File: config.mk
export PLATFORM = sky130hd
export DESIGN_NAME = wca_expport_arbiter
export DESIGN_NICKNAME = d
export VERILOG_FILES = /design/src/rtl/wca_expport_arbiter.sv
export SDC_FILE = /design/constraint.sdc
export NUM_CORES = 1
export LEC_CHECK = 0
export CORE_MARGIN = 5
export CORE_UTILIZATION = 50
export CTS_BUF_LIST = sky130_fd_sc_hd__clkbuf_16
export DETAILED_ROUTE_END_ITERATION = 7
export GPL_TIMING_DRIVEN = 0
export PLACE_DENSITY = 0.94
export SLEW_MARGIN = 20
export SYNTH_ARGS = -nofsm -noshare
export SYNTH_HDL_FRONTEND = slang
export SYNTH_SLANG_ARGS = --single-unit
File: constraint.sdc
create_clock -name clk -period 3.1 [get_ports clk]
set_input_delay 0.31 -clock clk [delete_from_list [all_inputs] [get_ports clk]]
set_output_delay 0.31 -clock clk [all_outputs]
set_load 0.1 [all_outputs]
File: src/rtl/wca_expport_arbiter.sv
`default_nettype none
// ============================================================================
// Module   : wca_expport_arbiter
// Purpose  : Round-robin arbiter sharing the 3-bit expansion port among NREQ
//            requesters. The winner's value is latched onto epout and owned
//            for HOLD_CYCLES clocks. An optional GAP_CYCLES idle guard follows
//            before the next grant is issued.
// Ports    : clk     - system clock
//            reset   - synchronous, active-high reset
//            enable  - gates new grants (a sequence in progress still completes)
//            req     - per-requester request level, held until ack
//            data    - requester i value in data[3*i+2:3*i]
//            ack     - one-cycle grant pulse to the winning requester
//            epout   - expansion port output value
//            busy    - high while in HOLD or GAP
//            owner   - index of the last granted requester
// Options  : WCA_EXPPORT_PRIO0_EN - when defined, requester 0 has fixed top
//            priority and does not move the round-robin pointer.
// Revision : 1.0 - initial release
// ============================================================================
module wca_expport_arbiter #(
    parameter int NREQ        = 4,
    parameter int HOLD_CYCLES = 4,
    parameter int GAP_CYCLES  = 1
) (
    input  logic              clk,
    input  logic              reset,
    input  logic              enable,
    input  logic [NREQ-1:0]   req,
    input  logic [3*NREQ-1:0] data,
    output logic [NREQ-1:0]   ack,
    output logic [2:0]        epout,
    output logic              busy,
    output logic [2:0]        owner
);

    // The counter only ever holds a reload value (HOLD-1 or GAP-1).
    localparam int CNT_MAX = (HOLD_CYCLES > GAP_CYCLES) ? HOLD_CYCLES : GAP_CYCLES;
    localparam int CNT_W   = (CNT_MAX > 2) ? $clog2(CNT_MAX) : 1;

    localparam logic [CNT_W-1:0] C_HOLD_LOAD = CNT_W'(HOLD_CYCLES - 1);
    localparam logic [CNT_W-1:0] C_GAP_LOAD  = CNT_W'((GAP_CYCLES > 0) ? (GAP_CYCLES - 1) : 0);
    localparam logic [2:0]       C_PTR_RST   = 3'(NREQ - 1);

    typedef enum logic [1:0] {
        S_IDLE = 2'd0,
        S_HOLD = 2'd1,
        S_GAP  = 2'd2
    } state_t;

    state_t            state_q, state_d;
    logic [CNT_W-1:0]  cnt_q,   cnt_d;
    logic [2:0]        ptr_q,   ptr_d;
    logic [2:0]        epout_q, epout_d;
    logic [NREQ-1:0]   ack_q,   ack_d;
    logic              busy_q,  busy_d;
    logic [2:0]        owner_q, owner_d;

    // ------------------------------------------------------------------------
    // Winner selection
    // ------------------------------------------------------------------------
    logic       w_rr_found;
    logic [2:0] w_rr_win;
    logic       w_found;
    logic [2:0] w_win;
    logic       w_move_ptr;
    logic [2:0] w_win_data;

    // Round-robin search: distance k=1 is the requester just after the
    // pointer; the first asserted request at the smallest distance wins.
    // The double loop keeps every vector index a loop constant.
    always_comb begin
        w_rr_found = 1'b0;
        w_rr_win   = 3'd0;
        for (int k = 1; k <= NREQ; k++) begin
            for (int i = 0; i < NREQ; i++) begin
                if (!w_rr_found && req[i] && (((int'(ptr_q) + k) % NREQ) == i)) begin
                    w_rr_found = 1'b1;
                    w_rr_win   = 3'(i);
                end
            end
        end
    end

`ifdef WCA_EXPPORT_PRIO0_EN
    // Requester 0 overrides the rotation and leaves the pointer where it is,
    // so requesters 1..NREQ-1 keep their own fair ordering.
    always_comb begin
        w_found    = 1'b0;
        w_win      = 3'd0;
        w_move_ptr = 1'b0;
        if (req[0]) begin
            w_found    = 1'b1;
            w_win      = 3'd0;
            w_move_ptr = 1'b0;
        end else begin
            w_found    = w_rr_found;
            w_win      = w_rr_win;
            w_move_ptr = w_rr_found;
        end
    end
`else
    always_comb begin
        w_found    = w_rr_found;
        w_win      = w_rr_win;
        w_move_ptr = w_rr_found;
    end
`endif

    always_comb begin
        w_win_data = 3'd0;
        for (int i = 0; i < NREQ; i++) begin
            if (w_win == 3'(i)) begin
                w_win_data = data[3*i +: 3];
            end
        end
    end

    // ------------------------------------------------------------------------
    // State register
    // ------------------------------------------------------------------------
    always_ff @(posedge clk) begin
        if (reset) begin
            state_q <= S_IDLE;
            cnt_q   <= '0;
            ptr_q   <= C_PTR_RST;
            epout_q <= 3'd0;
            ack_q   <= '0;
            busy_q  <= 1'b0;
            owner_q <= 3'd0;
        end else begin
            state_q <= state_d;
            cnt_q   <= cnt_d;
            ptr_q   <= ptr_d;
            epout_q <= epout_d;
            ack_q   <= ack_d;
            busy_q  <= busy_d;
            owner_q <= owner_d;
        end
    end

    // ------------------------------------------------------------------------
    // Next-state and registered-output logic
    // ------------------------------------------------------------------------
    always_comb begin
        state_d = state_q;
        cnt_d   = cnt_q;
        ptr_d   = ptr_q;
        epout_d = epout_q;     // port value persists until the next grant
        ack_d   = '0;          // ack is a single-cycle pulse
        busy_d  = busy_q;
        owner_d = owner_q;

        case (state_q)
            S_IDLE: begin
                if (enable && w_found) begin
                    epout_d = w_win_data;
                    for (int i = 0; i < NREQ; i++) begin
                        ack_d[i] = (w_win == 3'(i));
                    end
                    owner_d = w_win;
                    if (w_move_ptr) begin
                        ptr_d = w_win;
                    end
                    cnt_d   = C_HOLD_LOAD;
                    state_d = S_HOLD;
                    busy_d  = 1'b1;
                end
            end

            S_HOLD: begin
                if (cnt_q == '0) begin
                    if (GAP_CYCLES > 0) begin
                        cnt_d   = C_GAP_LOAD;
                        state_d = S_GAP;
                    end else begin
                        state_d = S_IDLE;
                        busy_d  = 1'b0;
                    end
                end else begin
                    cnt_d = cnt_q - 1'b1;
                end
            end

            S_GAP: begin
                if (cnt_q == '0) begin
                    state_d = S_IDLE;
                    busy_d  = 1'b0;
                end else begin
                    cnt_d = cnt_q - 1'b1;
                end
            end

            default: begin
                state_d = S_IDLE;
                busy_d  = 1'b0;
            end
        endcase
    end

    assign ack   = ack_q;
    assign epout = epout_q;
    assign busy  = busy_q;
    assign owner = owner_q;

endmodule
`default_nettype wire

Word level (Yosys, flattened, before mapping):

Cells that the tools add are included.
Widths: inputs -> output; s select.

* word-level logic and storage cells: 151
* bits in registers: 17
* input port bits: 19
* output and inout port bits: 11

* equal/unequal tests: 21
* bitwise operators: 7
* reduce and logical (&&, ||, !) cells: 65
* muxes and demuxes: 46
* add/subtract/negate cells: 5

Operators with widths (count)
* $logic_not 32->1: 4
* $mux 3: 18
* $logic_and 1x1->1: 32
* $eq 3x3->1 const B: 8
* $mux 1: 19
* $eq 3x2->1 const B: 6
* $logic_not 1->1: 15
* $mux 2: 6
* $pmux 2 s3: 2
* $reduce_and 3->1: 4
* $ne 2x2->1 const B: 4
* $reduce_or 2->1: 4
* $add 2x1->2 const B: 2
* $add 2x2->2 const B: 2
* $and 1x1->1 const A: 4
* $logic_not 2->1: 2
* $eq 3x1->1 const B: 1
* $logic_not 3->1: 1
* $not 1->1: 3
* $pmux 1 s3: 1
* $reduce_bool 3->1: 1
* $reduce_or 3->1: 1
* $eq 2x1->1 const B: 1
* $eq 2x2->1 const B: 1
* 2 further kinds: 2

Longest topological paths before layout:

* depth after elaboration: 71
* gate-level depth with buffers: 8
* depth with buffers taken out: 7

Worst setup path after synthesis:

OpenSTA, ideal clock, no wires.

* kind: register to register
* start point: register state_q[0]
* end point: register ptr_q[0]
* path slack: 1.541 ns
* path buffers: 1
* clock period less this slack: 1.559 ns
* data required time: 2.972 ns
* cell stages (with the launch flop): 8
* setup time: 0.128 ns
* arrival: 1.431 ns
* path through: dfxtp_1 inv_1 ha_1 inv_1 or2_1 buf_6 nor4_1 o21bai_1

* longest elaborated chain between the ends: 2

Ends and longest elaborated chain
* from (decl): RTL line 51 `state_t state_q, state_d;`
* from (signal assigned): RTL line 132 `state_q <= state_d;`
* $logic_not 2->1: RTL line 154 `case (state_q)`
* $reduce_and 3->1 (no line)
* to (signal assigned): RTL line 134 `ptr_q <= ptr_d;`
* to (decl): RTL line 53 `logic [2:0] ptr_q, ptr_d;`

No other way between the ends.
A chain may end at the register's enable or synchronous reset.

Worst setup path in the final report:

* start point: register owner_q[1], in the netlist owner[1]
* end point: output owner[1]

RTL lines
* from (decl): RTL line 57 `logic [2:0] owner_q, owner_d;`
* from (signal assigned): RTL line 138 `owner_q <= owner_d;`
* to (decl): RTL line 34 `output logic [2:0] owner`

No word-level cell between the ends.

==> results.cfg <==
[outcome]
status = finished clean

[clock_tree]
htreeDepth = 1
cts_hold_buf = 0
post-cts-setup-buffers = 0
ctsLongestPathBuffers = 2
clockRootBuffer = clkbuf_16
cts_sinks = 16
ctsResizeCount = 0
numCtsBuffers = 3
cts_tree = done
clock_latency_ps = 250
clk_pin_slew_ps = 50

[synthesis]
synth_seq_cells = 16
async_reset_ff_frac = 0
ys_warn_count = 0
postSynthAreaPerCell_um2 = 8.945
synth_top_area_frac = 0.3141
syn_area_um2 = 1020
synth_cell_types = 47
postSynthCellCount = 114
synth_edf_count = 0
synthFlopType = dfxtp_1
synth_nets = 139
synth_area_leaders = dfxtp_1, ha_1, nor2_1
seq_area_frac_synth = 0.3141
yosysTopAreaCell = dfxtp_1

[floorplanning]
pin_count = 30
rows = 16
die_area_um2 = 3043
coreArea_um2 = 1962
fp.dieW_um = 55.16
die_h_um = 55.16
initial_core_util = 0.5198

[worst_setup_path]
crit_path_top_delay_cell = clkdlybuf4s50_1
cpPeakStageDelay_ps = 1140
end_kind = primary output
arrival_ps = 1720
crit_cells = 1
path_buf_inv = 1
ff2ff_path_depth = 7
cp-start-kind = flip-flop
cp_max_fo = 2
worstPathRequired_ps = 2790
path_class = flip-flop to primary output
crit_chain = clkdlybuf4s50_1
crit_family = buffers and inverters

[run]
drv_cap = 0

[global_routing]
first_global_vias = 943
grt_pass1_wl_mm = 3.981
track_usage = 0.1831
antenna_found_initial = 0
grt.overflow.total = 0
grt_max_degree = 11

[final_layout]
mostFrequentLayoutCells = clkdlybuf4s50_1, dfxtp_1, nor2_1
nNetsFinal = 171
layoutNonFillerInstCount = 171
synthToLayoutAreaGrowth_pct = 37.18
drive_gt1_frac = 0.1319
n_fill_cell = 165
layout_commonest_cell = clkdlybuf4s50_1
diodes = 0

[timing]
tightestPinTransition_ps = 974.5
holdWs_ps = 496.0
finalHoldViolCount = 0
final-setup-viol-count = 0
finalSetupTns_ps = 0
slew_headroom = 0.3483
grt_setup_unrepaired = false
fmax_ghz = 0.4932
slew_violations = 0
fin_skew_ps = 3.811
min_period_ps = 2028
finalWorstSetupSlack_ps = 1072
post-route-period-util = 0.6541

[pwr]
cellPowerDensity_nw_per_um2 = 884.3
peakVddDrop_mv = 0.7293
p_leak_nw = 0.5537

[route]
initialDrtViolationCount = 9
wire_per_inst_um = 15.16
firstDrtPassIters = 4
ant_nets = 0
drcViolationCount = 0
route.vias.total = 978
viasPerCell = 5.719
drt-total-wl_mm = 2.593

[placement]
place_congestion = 0.8075
port_buffers = 27
place_ws_ps = 968.6
hpwl_mm = 2.003
place_inst = 168

[min_path]
whs_path_depth = 4
min_path_type = primary input to flip-flop
==> report_power, final <==
part,switching (W),leakage (nW),internal (W)
sequential,0.0000471,0.132,0.000264
combinational,0.000450,0.385,0.000228
clock,0.0000787,0.0370,0.000169
total,0.000575,0.554,0.000661
==> stage by stage <==
stage | util | cell area [um^2] | total power (W)
finish | 0.7130 | 1399 | 0.001237
detailed placement | 0.6747 | 1324 | 0.0009855
CTS | 0.7130 | 1399 | 0.001238
global placement | 0.6747 | 1324 | 0.0009575
global route | 0.7130 | 1399 | 0.001301
floorplan | - | 1020 | 0.0008332
==> metal layers <==
metal,vias up,wire length (um),GRT usage
met4,0,46,0.09312
met5,-,0,0
li1,476,-,-
met2,27,1385,0.3465
met1,470,1020,0.1837
met3,5,141,0.04290
==> state kept, by name (all words and copies together), names as in the netlist <==
register and flops:
state_q 2, ptr_q 2, epout 3, cnt_q 2
owner 2, ack 4, busy 1
==> cell type report <==
class	count	area (um^2)	area share
clock buffers	3	75.07	0.05367
repair buffers	27	270.3	0.1932
inverters	8	30.03	0.02147
multi-input cells	86	635.6	0.4544
well taps	27	33.78	0.02415
flip-flops and latches	16	320.3	0.2290
plain buffers	4	33.78	0.02415
==> final timing paths <==
| check | from | end | slack, ps |
|---|---|---|---|
| worst min register to register | owner[1]$_SDFFE_PP0P_ | owner[1]$_SDFFE_PP0P_ | 510 |
| worst max-delay path | owner[1]$_SDFFE_PP0P_ | owner[1] | 1070 |
| worst min-delay path | req[1] | ack[2]$_SDFF_PP0_ | 500 |
| worst max register to register | state_q[0]$_SDFFE_PP0P_ | ptr_q[0]$_SDFFE_PP1P_ | 1330 |
==> synth_stat cells (all sizes together), types with 2 or more instances <==
cell / count
dfxtp: 16
nor2: 14
a21oi: 9
inv: 8
ha: 6
nor3: 5
nand2: 4
nand2b: 4
nor2b: 4
a211oi: 3
buf: 3
or2: 3
a211o: 2
a311oi: 2
and3: 2
mux2i: 2
nand3b: 2
o211ai: 2
o21ai: 2
o21bai: 2
o221ai: 2
==> logic make-up (layout without fill, tap and decap cells) <==
| family | Yosys count | in the layout | synth area share |
|---|---|---|---|
| AO/OA/AOI/OAI | 34 | 34 | 0.2773 |
| adder cells (fa/ha/maj) | 6 | 6 | 0.07362 |
| buffers and inverters | 12 | 42 | 0.06258 |
| flip-flops | 16 | 16 | 0.3141 |
| multiplexers | 2 | 2 | 0.01963 |
| other | 1 | 1 | 0.003677 |
| AND/OR/NAND/NOR | 43 | 43 | 0.2491 |
Note: power is estimated with default switching activity, not from simulation.
